==> src/rtl/apb_bridge_slot_decoder.sv <==
`timescale 1ns/1ps
// APB3 bridge that decodes a parametrised PADDR field into one of NUM_SLOTS
// downstream selects and re-issues each transfer through a registered stage.
module apb_bridge_slot_decoder #(
    parameter int                   DATA_WIDTH = 32,
    parameter int                   ADDR_WIDTH = 32,
    parameter int                   SLOT_BITS  = 4,
    parameter int                   SLOT_LSB   = 24,
    parameter int                   NUM_SLOTS  = 16,
    parameter logic [NUM_SLOTS-1:0] SLOT_MASK  = '1,
    parameter int                   TIMEOUT    = 256,
    parameter int                   TPD        = 1
) (
    input  logic                  PCLK,
    input  logic                  PRESETN,
    input  logic                  PSEL_PM,
    input  logic                  PENABLE_PM,
    input  logic                  PWRITE_PM,
    input  logic [ADDR_WIDTH-1:0] PADDR_PM,
    input  logic [DATA_WIDTH-1:0] PWDATA_PM,
    output logic [DATA_WIDTH-1:0] PRDATA_PM,
    output logic                  PREADY_PM,
    output logic                  PSLVERR_PM,
    output logic [NUM_SLOTS-1:0]  PSEL_SC,
    output logic                  PENABLE_SC,
    output logic                  PWRITE_SC,
    output logic [ADDR_WIDTH-1:0] PADDR_SC,
    output logic [DATA_WIDTH-1:0] PWDATA_SC,
    input  logic [DATA_WIDTH-1:0] PRDATA_SC,
    input  logic                  PREADY_SC,
    input  logic                  PSLVERR_SC,
    output logic                  TIMEOUT_EVT
);

    localparam logic [1:0] IDLE   = 2'd0;
    localparam logic [1:0] SETUP  = 2'd1;
    localparam logic [1:0] ACCESS = 2'd2;
    localparam logic [1:0] RESP   = 2'd3;

    localparam int SLOT_SPACE = 2 ** SLOT_BITS;
    // Zero-extending the mask to the full slot space makes out-of-range slots read as unmapped.
    localparam logic [SLOT_SPACE-1:0] MASK_FULL = SLOT_SPACE'(SLOT_MASK);

    localparam int               CNT_W     = (TIMEOUT > 1) ? $clog2(TIMEOUT + 1) : 1;
    localparam logic [CNT_W-1:0] CNT_LIMIT = CNT_W'(TIMEOUT);
    localparam logic [CNT_W-1:0] CNT_MAX   = '1;

    if (SLOT_LSB + SLOT_BITS > ADDR_WIDTH || NUM_SLOTS < 1 || NUM_SLOTS > SLOT_SPACE ||
        TIMEOUT < 0 || TPD < 0) begin : g_bad_cfg
        $error("apb_bridge_slot_decoder: inconsistent parameter set");
    end

    logic [1:0]           state;
    logic [CNT_W-1:0]     wait_cnt;
    logic [SLOT_BITS-1:0] req_slot;
    logic                 slot_mapped;
    logic                 setup_phase;
    logic [NUM_SLOTS-1:0] slot_onehot;

    assign req_slot    = PADDR_PM[SLOT_LSB +: SLOT_BITS];
    assign slot_mapped = MASK_FULL[req_slot];
    assign setup_phase = PSEL_PM && !PENABLE_PM;

    always_comb begin
        slot_onehot = '0;
        for (int i = 0; i < NUM_SLOTS; i++) begin
            slot_onehot[i] = (req_slot == SLOT_BITS'(i));
        end
    end

    // Outputs are loaded on the same edge as the state they belong to, so each
    // state's bus values are already stable when the next edge samples them.
    always_ff @(posedge PCLK or negedge PRESETN) begin
        if (!PRESETN) begin
            state       <= IDLE;
            wait_cnt    <= '0;
            PRDATA_PM   <= '0;
            PREADY_PM   <= 1'b0;
            PSLVERR_PM  <= 1'b0;
            PSEL_SC     <= '0;
            PENABLE_SC  <= 1'b0;
            PWRITE_SC   <= 1'b0;
            PADDR_SC    <= '0;
            PWDATA_SC   <= '0;
            TIMEOUT_EVT <= 1'b0;
        end else begin
            PREADY_PM   <= 1'b0;
            TIMEOUT_EVT <= 1'b0;
            case (state)
                IDLE: begin
                    if (setup_phase) begin
                        if (slot_mapped) begin
                            state     <= SETUP;
                            PSEL_SC   <= slot_onehot;
                            PADDR_SC  <= PADDR_PM;
                            PWDATA_SC <= PWDATA_PM;
                            PWRITE_SC <= PWRITE_PM;
                        end else begin
                            state      <= RESP;
                            PREADY_PM  <= 1'b1;
                            PSLVERR_PM <= 1'b1;
                            PRDATA_PM  <= '0;
                        end
                    end
                end
                SETUP: begin
                    PENABLE_SC <= 1'b1;
                    state      <= ACCESS;
                end
                ACCESS: begin
                    if (PREADY_SC) begin
                        state      <= RESP;
                        PREADY_PM  <= 1'b1;
                        PSLVERR_PM <= PSLVERR_SC;
                        PRDATA_PM  <= PWRITE_SC ? '0 : PRDATA_SC;
                        PSEL_SC    <= '0;
                        PENABLE_SC <= 1'b0;
                        PWRITE_SC  <= 1'b0;
                        PADDR_SC   <= '0;
                        PWDATA_SC  <= '0;
                    end else if (TIMEOUT != 0 && wait_cnt == CNT_LIMIT) begin
                        state       <= RESP;
                        PREADY_PM   <= 1'b1;
                        PSLVERR_PM  <= 1'b1;
                        PRDATA_PM   <= '0;
                        TIMEOUT_EVT <= 1'b1;
                        PSEL_SC     <= '0;
                        PENABLE_SC  <= 1'b0;
                        PWRITE_SC   <= 1'b0;
                        PADDR_SC    <= '0;
                        PWDATA_SC   <= '0;
                    end else if (wait_cnt != CNT_MAX) begin
                        wait_cnt <= wait_cnt + CNT_W'(1);
                    end
                end
                default: begin
                    PRDATA_PM  <= '0;
                    PSLVERR_PM <= 1'b0;
                    wait_cnt   <= '0;
                    state      <= IDLE;
                end
            endcase
        end
    end

endmodule

==> config.mk <==
export PLATFORM = sky130hd
export DESIGN_NAME = apb_bridge_slot_decoder
export DESIGN_NICKNAME = d
export VERILOG_FILES = /design/src/rtl/apb_bridge_slot_decoder.sv
export SDC_FILE = /design/constraint.sdc
export NUM_CORES = 1
export LEC_CHECK = 0
export CAP_MARGIN = 20
export CORE_MARGIN = 1
export CORE_UTILIZATION = 42
export CTS_CLUSTER_SIZE = 30
export DETAILED_ROUTE_END_ITERATION = 8
export PLACE_DENSITY = 0.8
export SYNTH_ARGS = -nofsm -noshare
export SYNTH_HDL_FRONTEND = slang
export SYNTH_SLANG_ARGS = --single-unit
==> constraint.sdc <==
create_clock -name PCLK -period 2.53 [get_ports PCLK]
set_input_delay 0.506 -clock PCLK [delete_from_list [all_inputs] [get_ports PCLK]]
set_output_delay 0.506 -clock PCLK [all_outputs]
set_load 0.01 [all_outputs]
Yosys cells after proc, flatten, opt, wreduce, memory -nomap -nowiden
Memories as Yosys holds them, arrays and structs flattened.
Index checks and enable logic that the tools add are counted.
Operators by class
  add/subtract/negate cells: 1
  multiply operators: 0
  div/mod/pow operators: 0
  order comparisons: 1
  equal/unequal tests: 26
  shift operators: 0
  multiplexer cells: 46
  bitwise gates (word level): 2
  reductions and logical operators: 12
Operators with widths (count)
  2-to-1 mux 32 bit: 10
  case mux 32 bit (2 select lines): 2
  case mux 32 bit (3 select lines): 1
  2-to-1 mux 16 bit: 4
  equality test 4 bit (second input constant): 8
  case mux 16 bit (2 select lines): 1
  2-to-1 mux 9 bit: 3
  case mux 9 bit (2 select lines): 1
  equality test 4 x 3 -> 1 bit (second input constant): 4
  2-to-1 mux 1 bit: 15
  inequality test 2 bit (second input constant): 6
  AND reduction 4 bit: 3
  adder 9 x 1 -> 9 bit (second input constant): 1
  equality test 9 bit (second input constant): 1
  inequality test 9 bit (second input constant): 1
  equality test 4 x 2 -> 1 bit (second input constant): 2
  2-to-1 mux 2 bit: 4
  case mux 1 bit (2 select lines): 3
  case mux 2 bit (3 select lines): 1
  < comparator 4 x 5 -> 1 bit (second input constant): 1
  equality test 4 x 1 -> 1 bit (second input constant): 1
  logical NOT 4 bit: 1
  AND reduction 2 bit: 2
  nonzero test 2 bit: 2
  other kinds (9): 10
Word-level totals
  register bits after elaboration: 128
  latch bits: 0
  memory bits (writable): 0
  ROM bits: 16
  output and inout bits: 117
  logic and storage cells: 100
  memories: 1
Memories
  (no name shown): words 16, width 1, rd ports 1, clocked after memory_dff 0, wr ports 0, RTL line 61  | assign slot_mapped = MASK_FULL[req_slot];

Logic depth before layout (Yosys ltp)
Gate-level depths: netlist (run 1).
  depth in word-level cells: 5
  gate-level depth with buffers: 9
  gate-level depth less buffers: 9

Worst setup path before layout (run 1)
Ideal clock, no wire load.
  path kind: flip-flop to flip-flop
  start: register wait_cnt[0]
  end: register wait_cnt[2]
  library setup time: 0.126 ns
  data arrival time: 1.959 ns
  data required time: 2.404 ns
  path slack: 0.445 ns
  stages on the path, launching flop included: 9
  path buffers: 0
  clock period less this slack: 2.085 ns
  path through: dfrtp_1 > ha_1 > and3_1 > and3_1 > and3_1 > ha_1 > nor2_1 > a31oi_1 > a221o_1
Between the ends
  word-level cells in the longest chain between the ends: 5
RTL lines
  start: declaration: RTL line 54  | logic [CNT_W-1:0] wait_cnt;
  start signal: assignment: RTL line 133  | wait_cnt <= wait_cnt + CNT_W'(1);
  adder 9 x 1 -> 9 bit: RTL line 133
  2-to-1 mux 9 bit: RTL line 132  | end else if (wait_cnt != CNT_MAX) begin
  2-to-1 mux 9 bit: RTL line 121  | end else if (TIMEOUT != 0 && wait_cnt == CNT_LIMIT) begin
  2-to-1 mux 9 bit: RTL line 111  | if (PREADY_SC) begin
  case mux 9 bit (2 select lines): RTL line 89  | case (state)
Parallel ways exist; a longest one is shown, timed or not. The select of a mux whose other input is x is not followed.
A chain may end at the register's enable or synchronous reset.

Worst setup path after layout (run 1)
  start: register wait_cnt[0]
  end: register wait_cnt[4]
The elaborated chain is that of the path after synthesis.

==> summary.txt, run 1 <==
Finish
  – Post-layout util: 69.0%
  – ANT cells: 0
  – Layout cells sized above 1: 8.28%
  – Nets: 689
  – Final cell count without fillers: 735
  – Area growth from synthesis to layout: 58.9%

Synthesis
  – Async set-reset flop share out of synthesis: 100%
  – Synth cell types: 40
  – Most used DFF post-synth: dfrtp_1
  – Post-Syn Nets: 465
  – Seq/Total Area, Yosys: 64.3%
  – Post-synthesis register bit count: 128
  – Synth warn: 0
  – Mean Syn Cell Area: 14.0 sq um
  – Post-synth EDFFs: 0
  – Cells after Synth: 355
  – Post-Syn Area: 4980 sq um

Timing
  – Max Slew Vio Count: 0
  – Crit path time final: 2350 ps
  – Tightest Pin Transition: 498 ps
  – Setup Total Neg Slack: 0 ps
  – Crit share post-route: 92.8%
  – Worst setup margin: 182 ps
  – Final setup violation count: 0
  – Final Skew: 8.04 ps
  – Achievable frequency: 0.426 GHz
  – Worst slew margin: 66.8%
  – RSZ-0062 raised after global routing: false
  – Fin. Hold Viols: 0
  – Final hold slack: 59.4 ps

Critical path
  – Crit path max fanout: 9
  – Startpoint types: flop
  – Reg2reg start: wait_cnt[0]
  – Required time worst endpoint: 2880 ps
  – Setup CP Type: flop to flop
  – Reg2Reg Setup Slack: 180 ps
  – Crit end category: flop
  – R2R depth: 9
  – Worst Path Arrival: 2700 ps
  – FF-to-FF End: wait_cnt[4]

Power and ir drop
  – Max VDD drop: 745 uV
  – Combinational fraction of design power: 40.6%
  – Clock share of power: 25.1%
  – Switch share: 32.0%
  – Net Sw Power: 2.97 mW
  – Pwr/cell area: 1170 nW/um^2
  – Pint: 6.30 mW
  – Seq pwr share: 34.2%
  – Leakage power total: 3.57 nW

Flow run
  – Max cap viols: 0

Floorplanning
  – Core Box Area: 11,500 sq um
  – Die area: 12,300 sq um
  – Initial Util: 43.4%
  – Number of core rows: 39
  – Die Height: 111 microns
  – Die W: 111 microns
  – Boundary Pins: 220

Global routing
  – First-pass GRT wire length: 22,800 microns
  – Total grt overflow: 0
  – Initial antenna violation count: 0
  – Pin count of the biggest net entering global routing: 68
  – Global-route usage over all layers: 23.8%
  – Vias in the first global route: 4,213

Place
  – IO buf count: 219
  – Placed instance count: 703
  – Final HPWL DP: 9630 microns
  – Pre-CTS setup slack: 266 ps
  – Final Wtd Congestion: 0.872

Route
  – WL final: 13,900 microns
  – Residual DRC: 0
  – Via count: 4,035
  – Drt pass-1 iters: 7
  – Initial DRC count: 220
  – Post-route ant nets: 0
  – WL/cell: 18.8 microns
  – Drt via density: 5.49

Clock tree
  – Post-CTS Setup Inserts: 0
  – Post-CTS Hold Buffers: 0
  – CTS root buffer: clkbuf_16
  – CTS H-tree depth: 4
  – # clock sinks: 128
  – TritonCTS Buffers: 17
  – Clk slew on worst S/H paths: 50 ps
  – Cts repair resizes: 0
  – Clk Latency, worst-skew pair: 410 ps
  – CTS tree: built
  – CTS Buffer Depth: 2

Hold path
  – Worst min path class: primary input to async pin

Outcome
  – Run status: complete, no violations
[cell usage in the layout, fill, tap and decap left out, types with 2 or more instances in the layout]
cell type,synthesis,routed
clkbuf_1,7,6
o21ai_0,6,6
o2bb2ai_1,12,12
and3_1,4,4
nor4b_1,2,2
clkbuf_16,0,17
clkbuf_8,0,3
inv_1,7,7
o211ai_4,2,2
dfrtp_1,128,128
nand3b_1,2,2
nor2_1,7,7
nor3_1,6,6
nand3_1,2,2
nand2b_1,5,5
ha_1,7,7
clkinv_2,0,4
a31oi_1,4,4
clkdlybuf4s50_1,0,218
a22o_1,99,99
mux2_2,2,2
buf_4,0,7
a21oi_1,4,4
bufinv_16,0,2
buf_12,0,4
nand2_1,9,9
a21o_1,5,5
or4b_4,2,2
[power by group through the flow]
stage	clock network [mW]	logic, mW	registers [mW]
2_1_floorplan	0	1.55	3.45
3_3_place_gp	0	3.68	3.15
3_5_place_dp	0	3.76	3.18
4_1_cts	2.38	3.80	3.17
5_1_grt	2.47	4.02	3.25
6_report	2.33	3.77	3.17
[worst max-delay path, cell delays in order (launching register included)]
cell and delay (ps):
dfrtp_1 420, ha_1 250, and3_1 170, and3_1 200, and3_1 190, ha_1 170
nor2_1 190, o2111a_2 340, a21oi_1 90, o21ba_2 250
[per-stage QoR]
stage               total power [mW]  instance area [sq um]
global placement                6.83                   7340
CTS                             9.35                   7910
floorplan                       5.00                   4980
finish                          9.27                   7910
detailed placement              6.94                   7340
global route                    9.74                   7910
[area by class of cell]
| type | instances | area, sq um |
|---|---|---|
| fill | 844 | 3560 |
| sequential | 128 | 3200 |
| timing repair buffer | 229 | 2310 |
| multi-input combinational | 196 | 1620 |
| clock buffer | 26 | 489 |
| tap | 143 | 179 |
| clock inverter | 6 | 80.1 |
| inverter | 7 | 26.3 |
[synthesized netlist by cell type, types with 2 or more instances]
library cell / count / area [sq um]
a21o_1: 5 / 37.5
a21oi_1: 4 / 20.0
a22o_1: 99 / 867
a31oi_1: 4 / 25.0
and3_1: 4 / 25.0
buf_2: 9 / 45.0
buf_6: 7 / 78.8
clkbuf_1: 7 / 26.3
dfrtp_1: 128 / 3200
ha_1: 7 / 87.6
inv_1: 7 / 26.3
mux2_2: 2 / 22.5
nand2_1: 9 / 33.8
nand2b_1: 5 / 31.3
nand3_1: 2 / 10.0
nand3b_1: 2 / 15.0
nor2_1: 7 / 26.3
nor3_1: 6 / 30.0
nor4b_1: 2 / 17.5
o211ai_4: 2 / 42.5
o21ai_0: 6 / 30.0
o2bb2ai_1: 12 / 105
or4b_4: 2 / 27.5
[cells by family (layout without fill, tap and decap cells)]
| family | after synthesis | after routing | share of synthesized area, % |
|---|---|---|---|
| compound gates | 139 | 139 | 24.0 |
| flops | 128 | 128 | 64.3 |
| simple gates | 46 | 46 | 5.48 |
| buf+inv | 31 | 268 | 3.62 |
| fa+ha+maj | 7 | 7 | 1.76 |
| mux | 3 | 3 | 0.653 |
| xor+xnor | 1 | 1 | 0.176 |
[worst max-delay path by stage]
| stage | startpoint | to | slack, ps | cells past startpoint |
|---|---|---|---|---|
| finish | wait_cnt[0] | wait_cnt[4] | 180 | 9 |
| global route | wait_cnt[0] | wait_cnt[4] | 100 | 9 |
| CTS | wait_cnt[0] | wait_cnt[4] | 210 | 9 |
| detailed placement | wait_cnt[0] | wait_cnt[5] | 270 | 9 |
| global placement | wait_cnt[0] | wait_cnt[2] | 360 | 8 |
| floorplan | wait_cnt[0] | wait_cnt[2] | 440 | 8 |
[sequential cells by signal, indices dropped and copies added (netlist names)]
register     count
PADDR_SC        32
PENABLE_SC       1
PRDATA_PM       32
PREADY_PM        1
PSEL_SC         16
PSLVERR_PM       1
PWDATA_SC       32
PWRITE_SC        1
TIMEOUT_EVT      1
state            2
wait_cnt         9
[layer usage]
layer | vias up | routed length (microns) | GRT usage [%]
met5 | - | 0 | 0
met4 | 0 | 342 | 9.60
met3 | 27 | 948 | 6.83
met2 | 172 | 6880 | 39.6
met1 | 2023 | 5680 | 29.2
li1 | 1813 | - | -
No activity file was read; power rests on OpenSTA's default activity.
==> run 2, diff against run 1 <==
- GPL_TIMING_DRIVEN: unset -> 0
==> run 2 against run 1 <==
  * Clock skew increased by 0.66 ps
  * Clock power about the same
  * First-iteration DRC count increased by 4.5%
  * Via count increased by 0.67%
  * Maximum frequency increased by 0.86%
  * Total power increased by 1.7%
  * Combinational power increased by 4%
  * Hold slack improved by 18 ps
  * Sequential power about the same
  * Non-clock buffer count increased by 14
  * Die area unchanged
  * Sequential share of layout area decreased by 0.16 points
  * Largest cell class unchanged
  * Highest routed layer unchanged
==> summary.txt, run 2 (synthesis gave the netlist of run 1 again) <==
Global routing
  – Total grt overflow: 0 (unchanged)
  – Vias in the first global route: 4,298 (was 4,213)
  – GRT met3 Usage: 7.11% (was 6.83%)
  – Initial antenna violation count: 0 (unchanged)
  – Global-route usage over all layers: 24.5% (was 23.8%)
  – First-pass GRT wire length: 23,300 microns (was 22,800 microns)
  – Met2 Use GR: 40.3% (was 39.6%)
  – Met1 GRT Util: 30.4% (was 29.2%)
  – Pin count of the biggest net entering global routing: 67 (was 68)
  – GRT busiest layer: met2 (unchanged)

Power and ir drop
  – Max VDD drop: 979 uV (was 745 uV)
  – Pwr/cell area: 1190 nW/um^2 (was 1170 nW/um^2)
  – Pwr Total: 9.43 mW (was 9.27 mW)
  – Leakage power total: 3.60 nW (was 3.57 nW)

Floorplanning
  – Die Height: 111 microns (unchanged)
  – Number of core rows: 39 (unchanged)
  – Die area: 12,300 sq um (unchanged)
  – Boundary Pins: 220 (unchanged)
  – Die W: 111 microns (unchanged)
  – Initial Util: 43.4% (unchanged)
  – Core Box Area: 11,500 sq um (unchanged)

Critical path
  – FF-to-FF End: PSEL_SC[12] (was wait_cnt[4])
  – Crit path max fanout: 10 (was 9)
  – Setup CP Type: flop to flop (unchanged)
  – Required time worst endpoint: 2880 ps (about the same)
  – Reg2Reg Setup Slack: 200 ps (was 180 ps)
  – Worst Path Arrival: 2680 ps (was 2700 ps)
  – Crit end category: flop (unchanged)
  – R2R depth: 9 (unchanged)
  – Reg2reg start: state[0] (was wait_cnt[0])
  – Startpoint types: flop (unchanged)

Outcome
  – Run status: complete, no violations (unchanged)

Clock tree
  – Clk Latency, worst-skew pair: 410 ps (about the same)
  – CTS tree: built (unchanged)
  – Cts repair resizes: 0 (unchanged)
  – # clock sinks: 128 (unchanged)
  – Post-CTS Hold Buffers: 0 (unchanged)
  – Post-CTS Setup Inserts: 0 (unchanged)
  – CTS H-tree depth: 4 (unchanged)
  – CTS Buffer Depth: 2 (unchanged)
  – Clk slew on worst S/H paths: 50 ps (about the same)
  – CTS root buffer: clkbuf_16 (unchanged)
  – TritonCTS Buffers: 17 (unchanged)

Finish
  – Regs by FF count: PADDR_SC: 32 flops, PRDATA_PM: 32 flops, PWDATA_SC: 32 flops (unchanged)
  – Nets: 703 (was 689)
  – ANT cells: 0 (unchanged)
  – Layout cells sized above 1: 9.60% (was 8.28%)
  – Most frequent cells in the layout: clkdlybuf4s50_1, dfrtp_1, a22o_1 (unchanged)
  – Leading cell type in the layout, fill and taps excluded: clkdlybuf4s50_1 (unchanged)
  – Area growth from synthesis to layout: 59.5% (was 58.9%)

Route
  – WL final: 14,600 microns (was 13,900 microns)
  – Via count: 4,062 (was 4,035)
  – Drt via density: 5.44 (was 5.49)
  – Initial DRC count: 230 (was 220)
  – Drt pass-1 iters: 4 (was 7)
  – WL/cell: 19.6 microns (was 18.8 microns)
  – Residual DRC: 0 (unchanged)
  – Post-route ant nets: 0 (unchanged)

Place
  – IO buf count: 218 (was 219)
  – Final HPWL DP: 10,400 microns (was 9630 microns)
  – Final Wtd Congestion: 0.820 (was 0.872)

Timing
  – RSZ-0062 raised after global routing: false (unchanged)
  – Crit share post-route: 92.0% (was 92.8%)
  – Worst slew margin: 61.6% (was 66.8%)
  – Crit path time final: 2330 ps (was 2350 ps)
  – Final setup violation count: 0 (unchanged)
  – Tightest Pin Transition: 576 ps (was 498 ps)
  – Max Slew Vio Count: 0 (unchanged)
  – Setup Total Neg Slack: 0 ps (unchanged)
  – Fin. Hold Viols: 0 (unchanged)
  – Achievable frequency: 0.430 GHz (was 0.426 GHz)
  – Final Skew: 8.70 ps (was 8.04 ps)

Flow run
  – Max cap viols: 0 (unchanged)

Hold path
  – Worst min path class: primary input to async pin (unchanged)
run 2: cell count changes in the layout (fill, tap and decap cells not counted):
| cell | delta |
|---|---|
| buf_1 | +1 |
| buf_12 | -4 |
| buf_16 | +1 |
| buf_2 | +9 |
| buf_4 | -7 |
| buf_6 | +8 |
| clkbuf_1 | +2 |
| clkbuf_2 | +2 |
| clkdlybuf4s50_1 | -1 |
| clkinv_2 | +1 |
| nor4bb_1 | +1 |
| nor4bb_4 | -1 |
run 2: per-layer routing:
layer	wire, microns	vias to the layer above
met3	881	32
met2	7320	171
li1	-	1841
met4	359	0
met5	0	-
met1	6090	2018
run 2: worst max-delay path by stage:
stage	from	end	slack [ps]
after global routing	state[0]	PRDATA_PM[0]	50
final	state[0]	PSEL_SC[12]	200
after detailed placement	PSEL_PM	PSEL_SC[12]	5
after floorplan	wait_cnt[0]	wait_cnt[2]	440
after global placement	PRESETN	PADDR_SC[7]	-3770
after CTS	state[0]	PWDATA_SC[10]	40
run 2: power by group:
part           switching [mW]  internal [mW]
Sequential              0.445           2.74
Combinational            1.81           2.12
Clock                   0.813           1.51
Total                    3.06           6.36
run 2: area by class of cell:
| class | instances | area (sq um) |
|---|---|---|
| fill | 862 | 3520 |
| sequential | 128 | 3200 |
| timing repair buffer | 219 | 2210 |
| multi-input combinational | 196 | 1600 |
| clock buffer | 23 | 478 |
| tap | 143 | 179 |
| buffer | 24 | 156 |
| clock inverter | 7 | 85.1 |
| inverter | 7 | 26.3 |
run 2: critical path, stage by stage (launching register included):
cell	delay (ps)
dfrtp_1	400
inv_1	100
ha_1	200
buf_2	200
nor4bb_1	350
clkbuf_2	250
buf_2	280
nand3_1	190
nor3_1	190
a21o_1	100
run 2: through the flow:
stage	worst slack (ps)	hold WS [ps]	instance area, sq um	utilization (%)	cells
global placement	-3770	463	7340	64.0	716
floorplan	445	210	4980	-	355
CTS	38.8	85.3	7930	69.2	747
global route	48.9	114	7940	69.3	747
detailed placement	5.39	470	7370	64.3	717
finish	202	77.1	7940	69.3	747
